===== src/rtl/miriscv_mdu_seq.sv =====
// miriscv_mdu_seq: iterative RV32M multiply/divide sequencer with single-cycle corner cases.
package miriscv_mdu_pkg;
  localparam logic [2:0] MDU_MUL    = 3'd0;
  localparam logic [2:0] MDU_MULH   = 3'd1;
  localparam logic [2:0] MDU_MULHSU = 3'd2;
  localparam logic [2:0] MDU_MULHU  = 3'd3;
  localparam logic [2:0] MDU_DIV    = 3'd4;
  localparam logic [2:0] MDU_DIVU   = 3'd5;
  localparam logic [2:0] MDU_REM    = 3'd6;
  localparam logic [2:0] MDU_REMU   = 3'd7;
endpackage

module miriscv_mdu_seq
  import miriscv_mdu_pkg::*;
#(
  parameter int XLEN     = 32,
  parameter int MDU_OP_W = 3
) (
  input  logic                clk_i,
  input  logic                arst_i,
  input  logic                mdu_req_i,
  input  logic [MDU_OP_W-1:0] mdu_op_i,
  input  logic [XLEN-1:0]     mdu_port_a_i,
  input  logic [XLEN-1:0]     mdu_port_b_i,
  input  logic                mdu_kill_i,
  output logic                mdu_stall_req_o,
  output logic                mdu_valid_o,
  output logic [XLEN-1:0]     mdu_result_o
);
  localparam int CW = $clog2(XLEN);
  localparam logic [XLEN-1:0] MIN_INT = {1'b1, {(XLEN-1){1'b0}}};
  typedef enum logic [1:0] {IDLE, CALC, FIX, DONE} state_t;
  state_t              state;
  logic [MDU_OP_W-1:0] op;
  logic                neg_q, neg_r;
  logic [XLEN-1:0]     opd;
  logic [2*XLEN-1:0]   acc;
  logic [CW-1:0]       cnt;
  logic                is_div, sa, sb, na, nb, b_zero, ovf, special, accept;
  logic [XLEN-1:0]     abs_a, abs_b, spec_res, q, r, fix_res;
  logic [XLEN:0]       madd, dsub;
  logic [2*XLEN-1:0]   mul_nxt, div_nxt, p;
  always_comb begin
    is_div   = mdu_op_i[2];
    sa       = mdu_op_i inside {MDU_MUL, MDU_MULH, MDU_MULHSU, MDU_DIV, MDU_REM};
    sb       = mdu_op_i inside {MDU_MUL, MDU_MULH, MDU_DIV, MDU_REM};
    na       = sa & mdu_port_a_i[XLEN-1];
    nb       = sb & mdu_port_b_i[XLEN-1];
    abs_a    = na ? -mdu_port_a_i : mdu_port_a_i;
    abs_b    = nb ? -mdu_port_b_i : mdu_port_b_i;
    b_zero   = mdu_port_b_i == '0;
    ovf      = (mdu_op_i == MDU_DIV || mdu_op_i == MDU_REM) && mdu_port_a_i == MIN_INT && mdu_port_b_i == '1;
    special  = is_div & (b_zero | ovf);
    spec_res = b_zero ? (mdu_op_i[1] ? mdu_port_a_i : '1) : (mdu_op_i[1] ? '0 : MIN_INT);
    accept   = state == IDLE && mdu_req_i && !mdu_kill_i;
    madd     = {1'b0, acc[2*XLEN-1:XLEN]} + (acc[0] ? {1'b0, opd} : '0);
    mul_nxt  = {madd, acc[XLEN-1:1]};
    // restoring step: trial-subtract the divisor from the shifted partial remainder
    dsub     = acc[2*XLEN-1:XLEN-1] - {1'b0, opd};
    div_nxt  = dsub[XLEN] ? {acc[2*XLEN-2:0], 1'b0} : {dsub[XLEN-1:0], acc[XLEN-2:0], 1'b1};
    p        = neg_q ? -acc : acc;
    q        = neg_q ? -acc[XLEN-1:0] : acc[XLEN-1:0];
    r        = neg_r ? -acc[2*XLEN-1:XLEN] : acc[2*XLEN-1:XLEN];
    fix_res  = op[2] ? (op[1] ? r : q) : (op == MDU_MUL ? p[XLEN-1:0] : p[2*XLEN-1:XLEN]);
  end
  assign mdu_stall_req_o = !mdu_kill_i && (accept || state == CALC || state == FIX);
  always_ff @(posedge clk_i or posedge arst_i) begin
    if (arst_i) begin
      state        <= IDLE;
      op           <= '0;
      neg_q        <= 1'b0;
      neg_r        <= 1'b0;
      opd          <= '0;
      acc          <= '0;
      cnt          <= '0;
      mdu_valid_o  <= 1'b0;
      mdu_result_o <= '0;
    end else begin
      case (state)
        IDLE: if (accept) begin
          op    <= mdu_op_i;
          neg_q <= na ^ nb;
          neg_r <= na;
          opd   <= is_div ? abs_b : abs_a;
          acc   <= {{XLEN{1'b0}}, is_div ? abs_a : abs_b};
          cnt   <= '0;
          state <= special ? DONE : CALC;
          if (special) begin
            mdu_result_o <= spec_res;
            mdu_valid_o  <= 1'b1;
          end
        end
        CALC: if (mdu_kill_i) state <= IDLE;
        else begin
          acc <= op[2] ? div_nxt : mul_nxt;
          cnt <= cnt + CW'(1);
          if (cnt == CW'(XLEN-1)) state <= FIX;
        end
        FIX: if (mdu_kill_i) state <= IDLE;
        else begin
          mdu_result_o <= fix_res;
          mdu_valid_o  <= 1'b1;
          state        <= DONE;
        end
        DONE: begin
          mdu_valid_o <= 1'b0;
          state       <= IDLE;
        end
        default: state <= IDLE;
      endcase
    end
  end
endmodule


===== config.mk =====
export PLATFORM = sky130hd
export DESIGN_NAME = miriscv_mdu_seq
export DESIGN_NICKNAME = d
export VERILOG_FILES = /design/src/rtl/miriscv_mdu_seq.sv
export SDC_FILE = /design/constraint.sdc
export NUM_CORES = 1
export LEC_CHECK = 0
export CAP_MARGIN = 0
export CELL_PAD_IN_SITES_DETAIL_PLACEMENT = 1
export CELL_PAD_IN_SITES_GLOBAL_PLACEMENT = 1
export CORE_ASPECT_RATIO = 1.2
export CORE_UTILIZATION = 49
export DETAILED_ROUTE_END_ITERATION = 6
export DONT_BUFFER_PORTS = 1
export PLACE_DENSITY = 0.8
export SYNTH_ARGS = -nofsm -noshare
export SYNTH_HDL_FRONTEND = slang
export SYNTH_SLANG_ARGS = --single-unit

===== constraint.sdc =====
create_clock -name clk_i -period 5.3 [get_ports clk_i]
set_input_delay 0.795 -clock clk_i [delete_from_list [all_inputs] [get_ports clk_i]]
set_output_delay 0.795 -clock clk_i [all_outputs]
set_load 0.03 [all_outputs]

=== After elaboration in Yosys (flattened, before gate mapping) ===
Index checks and enable logic that the tools add are counted.

* Bitwise logic cells: 5
* Reductions and logical operators: 23
* Add/sub/neg operators: 8
* Equal/unequal tests: 15
* Muxes and demuxes: 36

{| class="wikitable"
|+ Operators by type and width
! cell !! number
|-
| 2-to-1 mux 32 bit || 16
|-
| 2-to-1 mux 64 bit || 5
|-
| negation 32 bit || 4
|-
| one-hot mux 64 bit (2 select lines) || 1
|-
| equality test 32 bit (second input constant) || 2
|-
| negation 64 bit || 1
|-
| one-hot mux 32 bit (2 select lines) || 1
|-
| adder 32 x 32 -> 33 bit || 1
|-
| subtractor 33 x 32 -> 33 bit || 1
|-
| logical NOT 32 bit || 1
|-
| 2-to-1 mux 2 bit || 5
|-
| 2-to-1 mux 5 bit || 2
|-
| one-hot mux 5 bit (2 select lines) || 1
|-
| != test 2 bit (second input constant) || 4
|-
| one-hot mux 2 bit (4 select lines) || 1
|-
| AND reduction 4 bit || 2
|-
| equality test 3 bit (second input constant) || 2
|-
| logical NOT 3 bit || 2
|-
| adder 5 x 1 -> 5 bit (second input constant) || 1
|-
| equality test 5 bit (second input constant) || 1
|-
| logical AND 1 bit || 5
|-
| nonzero test 5 bit || 1
|-
| equality test 2 bit (second input constant) || 2
|-
| AND reduction 2 bit || 2
|-
| other kinds (16) || 23
|}

* Output and inout bits: 34
* Logic and storage cells: 96
* Register bits: 141
* Input bits: 71

=== Depth between registers and ports, before layout ===
Gate-level depths: netlist of the first run.

* Word-level depth: 9
* Mapped depth: 16

=== Worst setup path after synthesis of the first run ===
OpenSTA, ideal clock, no wires.

* Path kind: register -> register
* Start: reg acc[0]
* End: reg acc[62]
* Clock period less this slack: 3428 ps
* Stages on the path, launching flop included: 15
* Library setup time: 104 ps
* Slack: 1872 ps
* Arrival: 3324 ps
* Path buffers: 1
* Cells stage by stage: dfrtp_1 > inv_1 > clkbuf_1 > nor2_1 > ha_1 > and3_1 > nand3_1 > or3b_2 > a2111o_1 > a21o_1 > nor2_1 > o221ai_1 > o21ai_0 > xnor2_1 > a221oi_1

* Cells in the longest elaborated chain, start to end: 5

{| class="wikitable"
|+ Ends and longest elaborated chain
! item !! line !! source
|-
| start, declared || 37 || <nowiki>logic [2*XLEN-1:0] acc;</nowiki>
|-
| start signal, assigned || 85 || <nowiki>acc <= {{XLEN{1'b0}}, is_div ? abs_a : abs_b};</nowiki>
|-
| start signal, assigned || 95 || <nowiki>acc <= op[2] ? div_nxt : mul_nxt;</nowiki>
|-
| 2-to-1 mux 32 bit || 56 || <nowiki>madd = {1'b0, acc[2*XLEN-1:XLEN]} + (acc[0] ? {1'b0, opd} : '0);</nowiki>
|-
| adder 32 x 32 -> 33 bit || 56 ||
|-
| 2-to-1 mux 64 bit || 95 ||
|-
| 2-to-1 mux 64 bit || 93 || <nowiki>CALC: if (mdu_kill_i) state <= IDLE;</nowiki>
|-
| one-hot mux 64 bit (2 select lines) || 79 || <nowiki>case (state)</nowiki>
|}

No other way between the ends. The select of a mux whose other input is x is not followed.
A chain may end at the register's enable or synchronous reset.

=== Worst setup path in the final report of the first run ===
Ends and elaborated chain as after synthesis.

==> metrics, run 1 <==
simple-gate share of the synthesized area 20.1%; root buf cell clkbuf_16; number of cell rows a little under 70; hpwl dp 46.5 mm; syn avg cell area 7.51 sq um; Chip Height 192 um; Final Total Pwr 8360 uW; Pwr Density ~540 nW/um^2; Leak Pwr 0.00639 uW; Synth Net Count about 2100; Finished Cell Area approximately 16000 sq um; Top-Level Pins 105; DIE WIDTH 160 um; Final GP Congestion 0.969; setup_tns 0 ps; Storage cell area between 3000 and 4000 sq um; Seq cells post-synth 141; minimum clock period 4200 ps; first-pass GRT wire length 94.3 mm; CP Capture Point acc[62]; diodes inserted 0; Worst EP arrival 4540 ps; most frequent cells in the layout o21ai_0, nand2_1, nor2_1; synth warn 0; Mapped Cells 1962; Vias/cell 6.70; Post-CTS Setup Inserts 0; placed instance area 14900 sq um; final core utilization a little over half; P&R area growth vs syn 5.20%; slowest cell delay on critical path 530 ps; async set-or-reset flop fraction in the synthesized netlist 100%; FILL cells 3688; DR DRC count 0; total core area slightly below 30000 sq um; final worst slack 1100 ps; TritonCTS buffer count 17; Synth Area in Adders 6.30%; vias post-DR 15200; CP Depth 14; Primary FF master, synth dfrtp_1; H-tree depth 4; post-route ant nets 0; port bufs 0; die area 30800 sq um; main combinational cell family by area after synthesis compound AO/OA/AOI/OAI gates; TritonRoute pass-1 iters 6; register area share after synthesis 23.9%; crit-path max FO 29; number of global-route vias before repair 15400; CTS resizes 0; Final period util about four fifths; initial antenna violation count 1; Worst Setup Start Kind flop; status complete, no violations; skew final 16.8 ps; Critical Path Most Common Cell o21ai_0; mux share of post-synthesis cell area 4.94%; count of maximum capacitance violations 0; Setup CP Type reg2reg; fraction of layout cells with a size suffix above 1 between 5 and 6%; final wirelength 61.9 mm; crit path max-delay cell type or3b_2; RSZ-0062 raised after global routing false; Final Hold Violating Endpoints 0; Post-CTS Hold Buffers 0; Placement Setup Slack 1130 ps; Multi-input gate area 10400 sq um; Mapped Area 14700 sq um; Initial Utilization about 50%; CTS tree yes; Wirelength per Cell around 27 um; Max Freq 238 MHz; clock slew at reported path FFs 80 ps; Crit. End Element flop; post-synth cell types 84; crit-path cells inv_1, buf_4, nor2_1, ha_1, o21ai_0, o21ai_0, or3b_2, a2111o_1, a21o_1, nor2_1, o221ai_1, o21ai_0, xnor2_1, a221oi_1; RR Startpoint acc[0]; delay-heaviest family, CP compound AO/OA/AOI/OAI gates; end of the worst register-to-register path acc[62]; xor-xnor portion of the synthesized cell area 12.0%; pin count of the biggest net entering global routing 114; grt ovf 0; Layout Nets about 2000; relative slew slack 27.7%; Clock Sinks around 140; origin of the worst setup path acc[0]; worst min path class in2async; count of final setup violators 0; Worst Path Required around 5600 ps; DR iter-0 viols roughly 1100; Reg2Reg Setup Slack 1100 ps; worst-skew pair later-pin latency 460 ps; Worst Path Buf+Inv 2; worst slew pin tran about 1100 ps; reg2reg path depth 14; most common library cell in the layout ignoring fill and taps o21ai_0; CTS Buffer Depth 2; worst IR drop on VDD 244 uV; Max Transition Viols Final 0; EDFF count, synth 0; Tot GR Track Use 40.6%; complex-gate fraction of the synthesized area between 20% and 30%
[cell usage after synthesis (5+ instances only)]
cell	count	area, sq um
o21ai_0	211	1060
nand2_1	196	736
nor2_1	184	691
a21oi_1	169	846
dfrtp_1	141	3530
xnor2_1	116	1020
clkbuf_1	106	398
xor2_1	86	753
inv_1	76	285
ha_1	71	888
mux2i_1	66	661
nor3_1	34	170
o211ai_1	33	248
o31ai_1	32	240
or3_1	29	181
a21o_1	28	210
nand3_1	28	140
nand2b_1	26	163
a22oi_1	24	180
a31oi_1	20	125
nor2b_1	17	106
o22ai_1	17	106
a211oi_1	14	105
and2_1	14	87.6
nor4_1	13	81.3
or4_1	13	97.6
nand4_1	12	75.1
o21ai_1	12	60.1
buf_2	11	55.1
and3_1	10	62.6
o21bai_1	10	75.1
or2_2	10	62.6
a221oi_1	9	78.8
buf_1	8	30.0
o221ai_1	7	61.3
o41ai_1	7	61.3
mux2_2	6	67.6
o2111ai_1	6	52.6
o21a_1	6	45.0
o31a_1	6	52.6
nand3b_1	5	37.5
or2_1	5	31.3
[power breakdown]
group | internal, uW | total (uW) | switching, uW
clock network | 763 | 1330 | 568
logic | 2050 | 5060 | 3010
registers | 1310 | 1970 | 661
total | 4120 | 8360 | 4240
[cell families after synthesis]
| kind of cell | Yosys count |
|---|---|
| buf+inv | 210 |
| xor+xnor | 202 |
| mux | 72 |
| flops | 141 |
| compound gates | 648 |
| simple gates | 616 |
| fa+ha+maj | 73 |
[sequential cells by signal (all words and copies together), names as in the netlist]
signal        flops
cnt               5
state             2
mdu_result_o     32
mdu_valid_o       1
acc              64
neg_r             1
opd              32
op                3
neg_q             1
[worst min path at each step]
stage	startpoint	endpoint	cells past startpoint
3_5_place_dp	opd[6]	opd[6]	2
6_report	arst_i	acc[39]	1
4_1_cts	mdu_kill_i	state[0]	1
3_3_place_gp	opd[29]	opd[29]	2
2_1_floorplan	opd[13]	opd[13]	2
5_1_grt	mdu_kill_i	state[0]	1
[final cells by class]
| cell class | instances | share of cell area (%) |
|---|---|---|
| Clock inverter | 14 | 1.19 |
| Multi-Input combinational cell | 1611 | 67.1 |
| Sequential cell | 141 | 22.8 |
| Timing Repair Buffer | 23 | 1.11 |
| Clock buffer | 18 | 2.83 |
| Tap cell | 390 | 3.15 |
| Inverter | 77 | 1.90 |
[per-stage QoR]
step           hold WS (ps)  cells
2_1_floorplan           450   1962
3_5_place_dp            473   2242
3_3_place_gp            465   2242
6_report                392   2274
4_1_cts                 400   2274
5_1_grt                 413   2274
[per-layer routing]
layer / global-route usage, % / vias to the layer above / wire, um
met5: 0 / - / 13
met4: 30.3 / 2 / 4990
met3: 6.78 / 205 / 4220
met2: 66.2 / 644 / 28200
met1: 48.2 / 7569 / 24400
li1: - / 6824 / -
[worst register-to-register path, cell delays in order, from the launching register on]
cell	delay [ps]
dfrtp_1	460
inv_1	160
buf_4	360
nor2_1	80
ha_1	360
o21ai_0	140
o21ai_0	270
or3b_2	530
a2111o_1	440
a21o_1	220
nor2_1	210
o221ai_1	210
o21ai_0	250
xnor2_1	90
a221oi_1	300
Power figures use the tool's default switching activity.
==> run 2, diff against run 1 <==
CORE_UTILIZATION = 44   (was 49)
PLACE_DENSITY = 0.76   (was 0.8)
clock period = 3.7 ns   (was 5.3 ns; I/O delays follow)
==> run 2 against run 1 <==
Clock power rose by 35%. Utilization fell by 3.7 points. Setup slack got worse by 980 ps. Via count rose by 0.74%. Sequential share of layout area fell by 0.84 points. Die area rose by 11%.
==> metrics, run 2 (synthesized netlist as in run 1, its figures left out) <==
total core area 33100 sq um (was 29600 sq um); grt ovf 0 (unchanged); P&R area growth vs syn 9.28% (was 5.20%); Vias/cell 6.40 (was 6.70); reg2reg path depth 10 (was 14); worst-skew pair later-pin latency 460 ps (about the same); DIE WIDTH 169 um (was 160 um); most frequent cells in the layout o21ai_0, nand2_1, nor2_1 (unchanged); vias post-DR 15400 (was 15200); CTS Buffer Depth 2 (unchanged); final core utilization 48.7% (was 52.4%); slowest cell delay on critical path 680 ps (was 530 ps); worst slew pin tran 991 ps (was 1080 ps); post-route ant nets 0 (unchanged); most common library cell in the layout ignoring fill and taps o21ai_0 (unchanged); Final Hold Violating Endpoints 0 (unchanged); Crit. End Element flop (unchanged); Tot GR Track Use 38.3% (was 40.6%); count of maximum capacitance violations 0 (unchanged); Most flops, register acc (unchanged); TritonCTS buffer count 17 (unchanged); clock slew at reported path FFs 70 ps (was 80 ps); Wirelength per Cell 26.8 um (was 27.2 um); Worst Path Required 4080 ps (was 5640 ps); initial antenna violation count 1 (unchanged); DR DRC count 0 (unchanged); Final period util 96.5% (was 79.2%); number of cell rows 73 (was 69); port bufs 0 (unchanged); Leak Pwr 0.00672 uW (was 0.00639 uW); RSZ-0062 raised after global routing false (unchanged); Chip Height 203 um (was 192 um); max reg flops 64 (unchanged); Worst Setup Start Kind flop (unchanged); Max Transition Viols Final 0 (unchanged); max layer used met4 (was met5); crit-path cells or4_1, nor3_1, inv_1, or4_1, o21ai_0, xor2_1, a221o_1, a221oi_1, nor2b_1, o21ai_1 (was inv_1, buf_4, nor2_1, ha_1, o21ai_0, o21ai_0, or3b_2, a2111o_1, a21o_1, nor2_1, o221ai_1, o21ai_0, xnor2_1, a221oi_1); worst IR drop on VDD 386 uV (was 244 uV); status complete, no violations (unchanged); Post-CTS Hold Buffers 0 (unchanged); relative slew slack 33.8% (was 27.7%); hold path cells 1; Pwr Density 778 nW/um^2 (was 539 nW/um^2); first-pass GRT wire length 97.7 mm (was 94.3 mm); Initial Utilization 44.6% (was 49.8%); Worst EP arrival 3960 ps (was 4540 ps); crit path max-delay cell type or4_1 (was or3b_2); hpwl dp 50.0 mm (was 46.5 mm); H-tree depth 4 (unchanged); DR iter-0 viols 1156 (was 1124); crit-path max FO 6 (was 29); pin count of the biggest net entering global routing 142 (was 114); number of global-route vias before repair 15700 (was 15400); Routed met1 length 24.7 mm (was 24.4 mm); final wirelength 64.2 mm (was 61.9 mm); Final GP Congestion 1.00 (was 0.969); Clock Sinks 141 (unchanged); Setup CP Type reg2reg (unchanged); die area 34200 sq um (was 30800 sq um); CTS tree yes (unchanged); skew final 15.8 ps (was 16.8 ps); WL met2 30.3 mm (was 28.2 mm); TritonRoute pass-1 iters 5 (was 6); met3 routed WL 3.74 mm (was 4.22 mm); root buf cell clkbuf_16 (unchanged); worst min path class in2reg (was in2async); Final Total Pwr 12500 uW (was 8360 uW); Regs by FF count acc (64), mdu_result_o (32), opd (32) (unchanged); Critical Path Most Common Cell or4_1 (was o21ai_0); Top-Level Pins 105 (unchanged); count of final setup violators 0 (unchanged); minimum clock period 3570 ps (was 4200 ps); Max Freq 280 MHz (was 238 MHz); Layout Nets 2081 (was 2015); fraction of layout cells with a size suffix above 1 9.03% (was 5.57%)
## run 2: changes by cell type in the layout (fill, tap and decap cells not counted), sizes merged
cell    previous run  this run
diode              0         1
buf               23        89
bufinv             3         1
clkbuf            18        20
## run 2: power by group
part,internal [uW],switching [uW],leakage (uW),total [uW]
Sequential,1880,601,0.00179,2480
Combinational,3280,4980,0.00464,8260
Clock,996,801,0.000284,1800
## run 2: repair_timing
item | in CTS | in global routing
buffers inserted | 0 | 0
gates cloned | 0 | 0
gates resized for setup | 1 | 8
endpoints found under the setup margin | 3 | 49
## run 2: worst paths after layout
path / from / to / slack, ps
min in group asynchronous: arst_i / acc[45] / 190
max: acc[46] / mdu_result_o[19] / 130
min reg2reg: opd[6] / opd[6] / 490
max in group asynchronous: arst_i / neg_q / 2790
max reg2reg: acc[46] / mdu_result_o[19] / 130
min: mdu_kill_i / state[0] / 160
## run 2: layout make-up
type / count / area, sq um
Timing Repair Buffer: 89 / 706
Inverter: 77 / 293
Clock inverter: 12 / 124
Antenna cell: 1 / 2.50
Tap cell: 450 / 563
Fill cell: 4180 / 17000
Sequential cell: 141 / 3530
Multi-Input combinational cell: 1611 / 10400
Clock buffer: 20 / 467
## run 2: per-stage QoR
stage          cells  TNS [ps]  hold WS [ps]  setup slack, ps  area, sq um
2_1_floorplan   1962         0           450              272        14700
3_3_place_gp    2368         0           464             94.5        15500
3_5_place_dp    2368     -21.0           477            -15.7        15500
4_1_cts         2400         0           138             39.0        16100
5_1_grt         2400         0           144             2.58        16100
6_report        2401         0           156              128        16100
## run 2: per-layer routing
layer / global-route usage, % / vias to the layer above
met4: 28.5 / 0
met2: 63.7 / 525
met5: 0 / -
met3: 7.50 / 215
met1: 43.4 / 7657
li1: - / 6960
## run 2: critical path: cells and delay by family (launching register included)
| family | cells | cell delay, ps |
|---|---|---|
| and+or+nand+nor | 4 | 1670 |
| buffers and inverters | 1 | 110 |
| DFF | 1 | 520 |
| AOI/OAI and AO/OA | 4 | 1080 |
| xor gates and xnor gates | 1 | 120 |
==> run 3, diff against run 2 <==
SKIP_LAST_GASP = 1   (was not set)
==> results of run 3 <==
No change in the layout: final DEF, timing and power equal those of run 2.
